--- config.mk ---
export PLATFORM = sky130hd
export DESIGN_NAME = burst_ram
export DESIGN_NICKNAME = d
export VERILOG_FILES = /design/src/rtl/burst_ram.sv
export SDC_FILE = /design/constraint.sdc
export NUM_CORES = 2
export LEC_CHECK = 0
export BUFFER_PORTS_ARGS = -buffer_cell sky130_fd_sc_hd__clkbuf_2
export CELL_PAD_IN_SITES_DETAIL_PLACEMENT = 1
export CELL_PAD_IN_SITES_GLOBAL_PLACEMENT = 1
export CORE_MARGIN = 2
export CORE_UTILIZATION = 25
export CTS_BUF_LIST = sky130_fd_sc_hd__clkbuf_4 sky130_fd_sc_hd__clkbuf_8 sky130_fd_sc_hd__clkbuf_16
export DETAILED_ROUTE_END_ITERATION = 8
export HOLD_SLACK_MARGIN = 0.03
export PLACE_DENSITY = 0.39
export SYNTH_ARGS = -nofsm -noshare
export SYNTH_HDL_FRONTEND = slang
export SYNTH_SLANG_ARGS = --single-unit
export TNS_END_PERCENT = 30
--- constraint.sdc ---
create_clock -name clk -period 3.2 [get_ports clk]
set_clock_uncertainty 0.05 [all_clocks]
set_input_delay 0.16 -clock clk [delete_from_list [all_inputs] [get_ports clk]]
set_output_delay 0.16 -clock clk [all_outputs]
set_load 0.03 [all_outputs]
--- src/rtl/burst_ram.sv ---
// burst_ram: command-driven single-port RAM with auto-incrementing burst addresses
// and a registered, acknowledged read-data output.
//
// Ports
//   clk       in   rising-edge clock for all state
//   rst       in   asynchronous active-high reset
//   rx_valid  in   din carries a command this cycle
//   din       in   [DATA_W+1:DATA_W] opcode, [DATA_W-1:0] payload
//                  00 load wr_addr, 01 write, 10 load rd_addr, 11 read
//   tx_ack    in   consumer accepts the current dout
//   ovr_clr   in   clears the sticky overrun flag
//   dout      out  registered read data
//   tx_valid  out  dout holds unacknowledged read data
//   overrun   out  sticky: read data replaced before it was acknowledged
//
// Output handshake states
//   state | meaning
//   EMPTY | no unacknowledged read data (tx_valid=0)
//   FULL  | dout holds read data awaiting tx_ack (tx_valid=1)

module burst_ram #(
    parameter int ADDR_W   = 8,
    parameter int DATA_W   = 8,
    parameter int AUTO_INC = 1,
    parameter int RD_LAT   = 1
) (
    input  logic              clk,
    input  logic              rst,
    input  logic              rx_valid,
    input  logic [DATA_W+1:0] din,
    input  logic              tx_ack,
    input  logic              ovr_clr,
    output logic [DATA_W-1:0] dout,
    output logic              tx_valid,
    output logic              overrun
);

    localparam int DEPTH = 1 << ADDR_W;

    generate
        if (RD_LAT != 1 && RD_LAT != 2) begin : g_bad_lat
            $error("burst_ram: RD_LAT must be 1 or 2");
        end
        if (ADDR_W > DATA_W) begin : g_bad_width
            $error("burst_ram: ADDR_W must not exceed DATA_W");
        end
    endgenerate

    typedef enum logic {
        EMPTY = 1'b0,
        FULL  = 1'b1
    } out_state_t;

    logic [1:0]        opcode;
    logic [DATA_W-1:0] payload;
    logic              do_wr_addr;
    logic              do_write;
    logic              do_rd_addr;
    logic              do_read;

    assign opcode     = din[DATA_W+1:DATA_W];
    assign payload    = din[DATA_W-1:0];
    assign do_wr_addr = rx_valid && (opcode == 2'b00);
    assign do_write   = rx_valid && (opcode == 2'b01);
    assign do_rd_addr = rx_valid && (opcode == 2'b10);
    assign do_read    = rx_valid && (opcode == 2'b11);

    logic [DATA_W-1:0] mem [DEPTH];
    logic [ADDR_W-1:0] wr_addr;
    logic [ADDR_W-1:0] rd_addr;

    // Increments rely on natural ADDR_W-bit wraparound.
    always_ff @(posedge clk or posedge rst) begin
        if (rst) begin
            wr_addr <= '0;
            rd_addr <= '0;
        end else begin
            if (do_wr_addr) begin
                wr_addr <= payload[ADDR_W-1:0];
            end else if (do_write && (AUTO_INC != 0)) begin
                wr_addr <= wr_addr + 1'b1;
            end
            if (do_rd_addr) begin
                rd_addr <= payload[ADDR_W-1:0];
            end else if (do_read && (AUTO_INC != 0)) begin
                rd_addr <= rd_addr + 1'b1;
            end
        end
    end

    // Memory contents survive reset on purpose.
    always_ff @(posedge clk) begin
        if (do_write) begin
            mem[wr_addr] <= payload;
        end
    end

    // cmp_valid/cmp_data: a read completing at this edge.
    logic              cmp_valid;
    logic [DATA_W-1:0] cmp_data;

    generate
        if (RD_LAT == 2) begin : g_lat2
            logic              s1_valid;
            logic [DATA_W-1:0] s1_data;

            always_ff @(posedge clk or posedge rst) begin
                if (rst) begin
                    s1_valid <= 1'b0;
                    s1_data  <= '0;
                end else begin
                    s1_valid <= do_read;
                    if (do_read) begin
                        s1_data <= mem[rd_addr];
                    end
                end
            end

            assign cmp_valid = s1_valid;
            assign cmp_data  = s1_data;
        end else begin : g_lat1
            assign cmp_valid = do_read;
            assign cmp_data  = mem[rd_addr];
        end
    endgenerate

    out_state_t state;

    always_ff @(posedge clk or posedge rst) begin
        if (rst) begin
            state   <= EMPTY;
            dout    <= '0;
            overrun <= 1'b0;
        end else begin
            if (cmp_valid) begin
                dout  <= cmp_data;
                state <= FULL;
            end else if ((state == FULL) && tx_ack) begin
                state <= EMPTY;
            end

            // A fresh overrun outranks a simultaneous clear.
            if (cmp_valid && (state == FULL) && !tx_ack) begin
                overrun <= 1'b1;
            end else if (ovr_clr) begin
                overrun <= 1'b0;
            end
        end
    end

    assign tx_valid = (state == FULL);

endmodule
==> results.md <==
- Layout cell share with drive strength beyond 1: 0.3580
- EDFF count, synth: 2048
- Relative slew slack: 0.2133
- Most frequent cells in the layout: edfxtp_1, buf_4, mux4_2
- Post-synth ARST share: 0.01254
- WL/cell: 30.51 µm
- FILL cells: 32510
- DRC Markers: 0
- WP data arrival: 3.99 ns
- Internal power: 51.54 mW
- First-pass GRT wire length: 391.3 mm
- CP top delay family: simple AND/OR/NAND/NOR gates
- Worst VDD drop: 0.4196 mV
- Yosys warns: 0
- Leak: 32.66 nW
- Max-cap viol count: 0
- Vias: 42360
- Clk slew on worst S/H paths: 0.06 ns
- Final Power: 71.37 mW
- Area of the multi-input gates: 17730 µm²
- NumNets Final: 4761
- Reg power frac: 0.424
- CTS Buf Count: 234
- Gate power share: 0.199
- Synth unique cells: 68
- Clk sinks: 2074
- Setup Viol. Count Final: 1
- CTS max path bufs: 4
- Power per cell area: 707.4 nW/µm²
- Port Buffer Count: 24
- Area grow syn2layout: 24.67%
- Sequential area share after synthesis: 0.7680
- Dpl ws: -0.9468 ns
- Core footprint: 321700 µm²
- Largest fanout on the critical path: 20
- Critical path launch point type: flop
- CP max stage cell: nor2_1
- Die footprint: 328300 µm²
- Crit path capture type: flop
- # IOs: 25
- Crit path cell chain: buf_12 > nand2b_1 > nor2_1 > a222oi_1 > buf_4 > o311a_1 > a211oi_1 > a211o_1
- Highest Clock Rate: 312.1 MHz
- Mapped Nets: 3904
- RePlAce Congestion: 0.7786
- Die X: 572.9 µm
- Most common cell after layout, fill and taps aside: edfxtp_1
- H-tree Lvls: 4
- CTS tree: done
- Pins Over Slew Limit: 0
- CP peak stage delay: 0.84 ns
- Latest clock arrival within the worst-skew pair: 0.93 ns
- Unrepaired setup endpoints after global routing: true
- GRT Total Usage: 0.1695
- Initial antenna violation count: 13
- Die height: 572.9 µm
- Minimum clock period: 3.204 ns
- Final period utilization: 1.001
- Violated checks: negative setup slack
- Clk pwr share: 0.377
- Netlist Area Pre-Place: 80920 µm²
- Post-DRT Antenna Nets: 0
- Status: complete, but fails checks
- Worst slew pin tran: 1.180 ns
- Psw: 19.82 mW
- Worst hold path class: primary input to flop
- #FFs+latches synth: 2074
- FF/Latch Area: 62170 µm²
- CP bufs+invs: 2
- Avg Cell Area, Syn: 20.83 µm²
- Vias in the first global route: 45540
- Crit Path Category: flop to flop
- Sw Ratio: 0.2778
- PnR worst setup slack: -0.004094 ns
- Initial Utilization: 0.2516
- Iteration-0 DRC Markers: 3307
- DP HPWL: 187.3 mm
- Post-Synthesis Cells: 3884
- Clk root buf: clkbuf_16
- Area post-placement: 92580 µm²
- Drt pass-1 iters: 5
- Worst EP required: 3.99 ns
- Final Hold Fails: 0
- Final wirelength: 282.2 mm
- Fin area: 100900 µm²
- Grt ovf: 0
- Largest net degree at the start of global routing: 105
- Row cnt: 208
- Main synth FF type: edfxtp_1
- Vias per std cell: 4.580
[flip-flops by register name, indices dropped and copies added (netlist names)]
name and cells:
tx_valid 1, dout 8, rd_addr 8, wr_addr 8
mem 2048, overrun 1
[stage by stage]
step | cells | util | setup TNS (ns) | hold WS, ns
floorplan | 3884 | - | 0 | 0.1500
global placement | 8768 | 0.2878 | -2.169 | 0.3126
detailed placement | 8768 | 0.2878 | -2.102 | 0.3165
CTS | 9243 | 0.3133 | -0.1364 | 0.2130
global route | 9244 | 0.3136 | -0.07367 | 0.2433
finish | 9250 | 0.3136 | -0.004094 | 0.2685
[cell families (layout without fill, tap and decap cells)]
logic type                 after synthesis  after routing  share of synthesized area
muxes                                  646            646                     0.1548
other                                    0              7                          0
and+or+nand+nor                        567            567                    0.03000
adders and majority gates                5              5                  0.0007731
DFF                                   2074           2074                     0.7680
buffers and inverters                  247           1301                    0.01675
AOI/OAI and AO/OA                      345            345                    0.02969
[layer usage]
layer,track usage,vias to the layer above,part of all wire
li1,-,17930,-
met1,0.2390,23460,0.47
met2,0.2817,674,0.48
met3,0.02014,298,0.032
met4,0.03262,0,0.018
met5,0,-,0
[cell usage after synthesis, drive strengths merged, types with 7 or more instances]
master	n	share of area
a211oi	20	0.0019
a21oi	60	0.0037
a221oi	26	0.0028
a22o	14	0.0015
a22oi	65	0.0060
a31oi	8	0.00062
and2	9	0.00070
and3	8	0.00062
buf	134	0.011
clkbuf	106	0.0050
dfrtp	26	0.0080
edfxtp	2048	0.76
inv	7	0.00032
mux2	12	0.0017
mux2i	151	0.019
mux4	483	0.13
nand2	135	0.0063
nand2b	10	0.00077
nand3	42	0.0027
nand4	7	0.00054
nor2	301	0.014
nor2b	16	0.0012
nor3	15	0.00093
nor4	8	0.00062
o211ai	15	0.0014
o21ai	41	0.0025
o221ai	11	0.0012
o22ai	40	0.0031
[power groups by stage]
| stage | Sequential, mW | Clock, mW | Combinational (mW) |
|---|---|---|---|
| 6_report | 30.3 | 26.9 | 14.2 |
| 5_1_grt | 30.2 | 28.6 | 15.0 |
| 4_1_cts | 30.3 | 27.7 | 14.6 |
| 2_1_floorplan | 30.7 | 0 | 6.51 |
| 3_3_place_gp | 30.8 | 0 | 14.2 |
| 3_5_place_dp | 30.8 | 0 | 14.2 |
[path summary, 6_finish.rpt]
kind / from / end / slack, ns / cells past startpoint
worst min-delay path: din[6] / mem[22][6] / 0.27 / 2
max in group asynchronous: rst / wr_addr[2] / 1.58 / 6
worst max-delay path: rd_addr[4] / dout[7] / -0.004 / 8
worst max register to register: rd_addr[4] / dout[7] / -0.004 / 8
min in group asynchronous: rst / rd_addr[7] / 0.57 / 4
worst min register to register: wr_addr[0] / wr_addr[0] / 0.63 / 2
[final cells by class]
type                       instances  share of cell area
multi-input combinational       1563              0.1758
tap                             4305             0.05339
antenna                            7           0.0001736
clock buffer                     276             0.06169
inverter                           7           0.0003101
sequential                      2074              0.6163
clock inverter                   157             0.01367
timing repair buffer             861             0.07872
[repair_timing]
item	in CTS	in global routing
resized for setup	27	18
setup buffers	19	0
hold buffers	23	0
hold endpoints to repair	1121	0
pin swaps	6	3
setup endpoints to repair	7	9
gates cloned	1	0
Note: power is estimated with default switching activity, not from simulation.
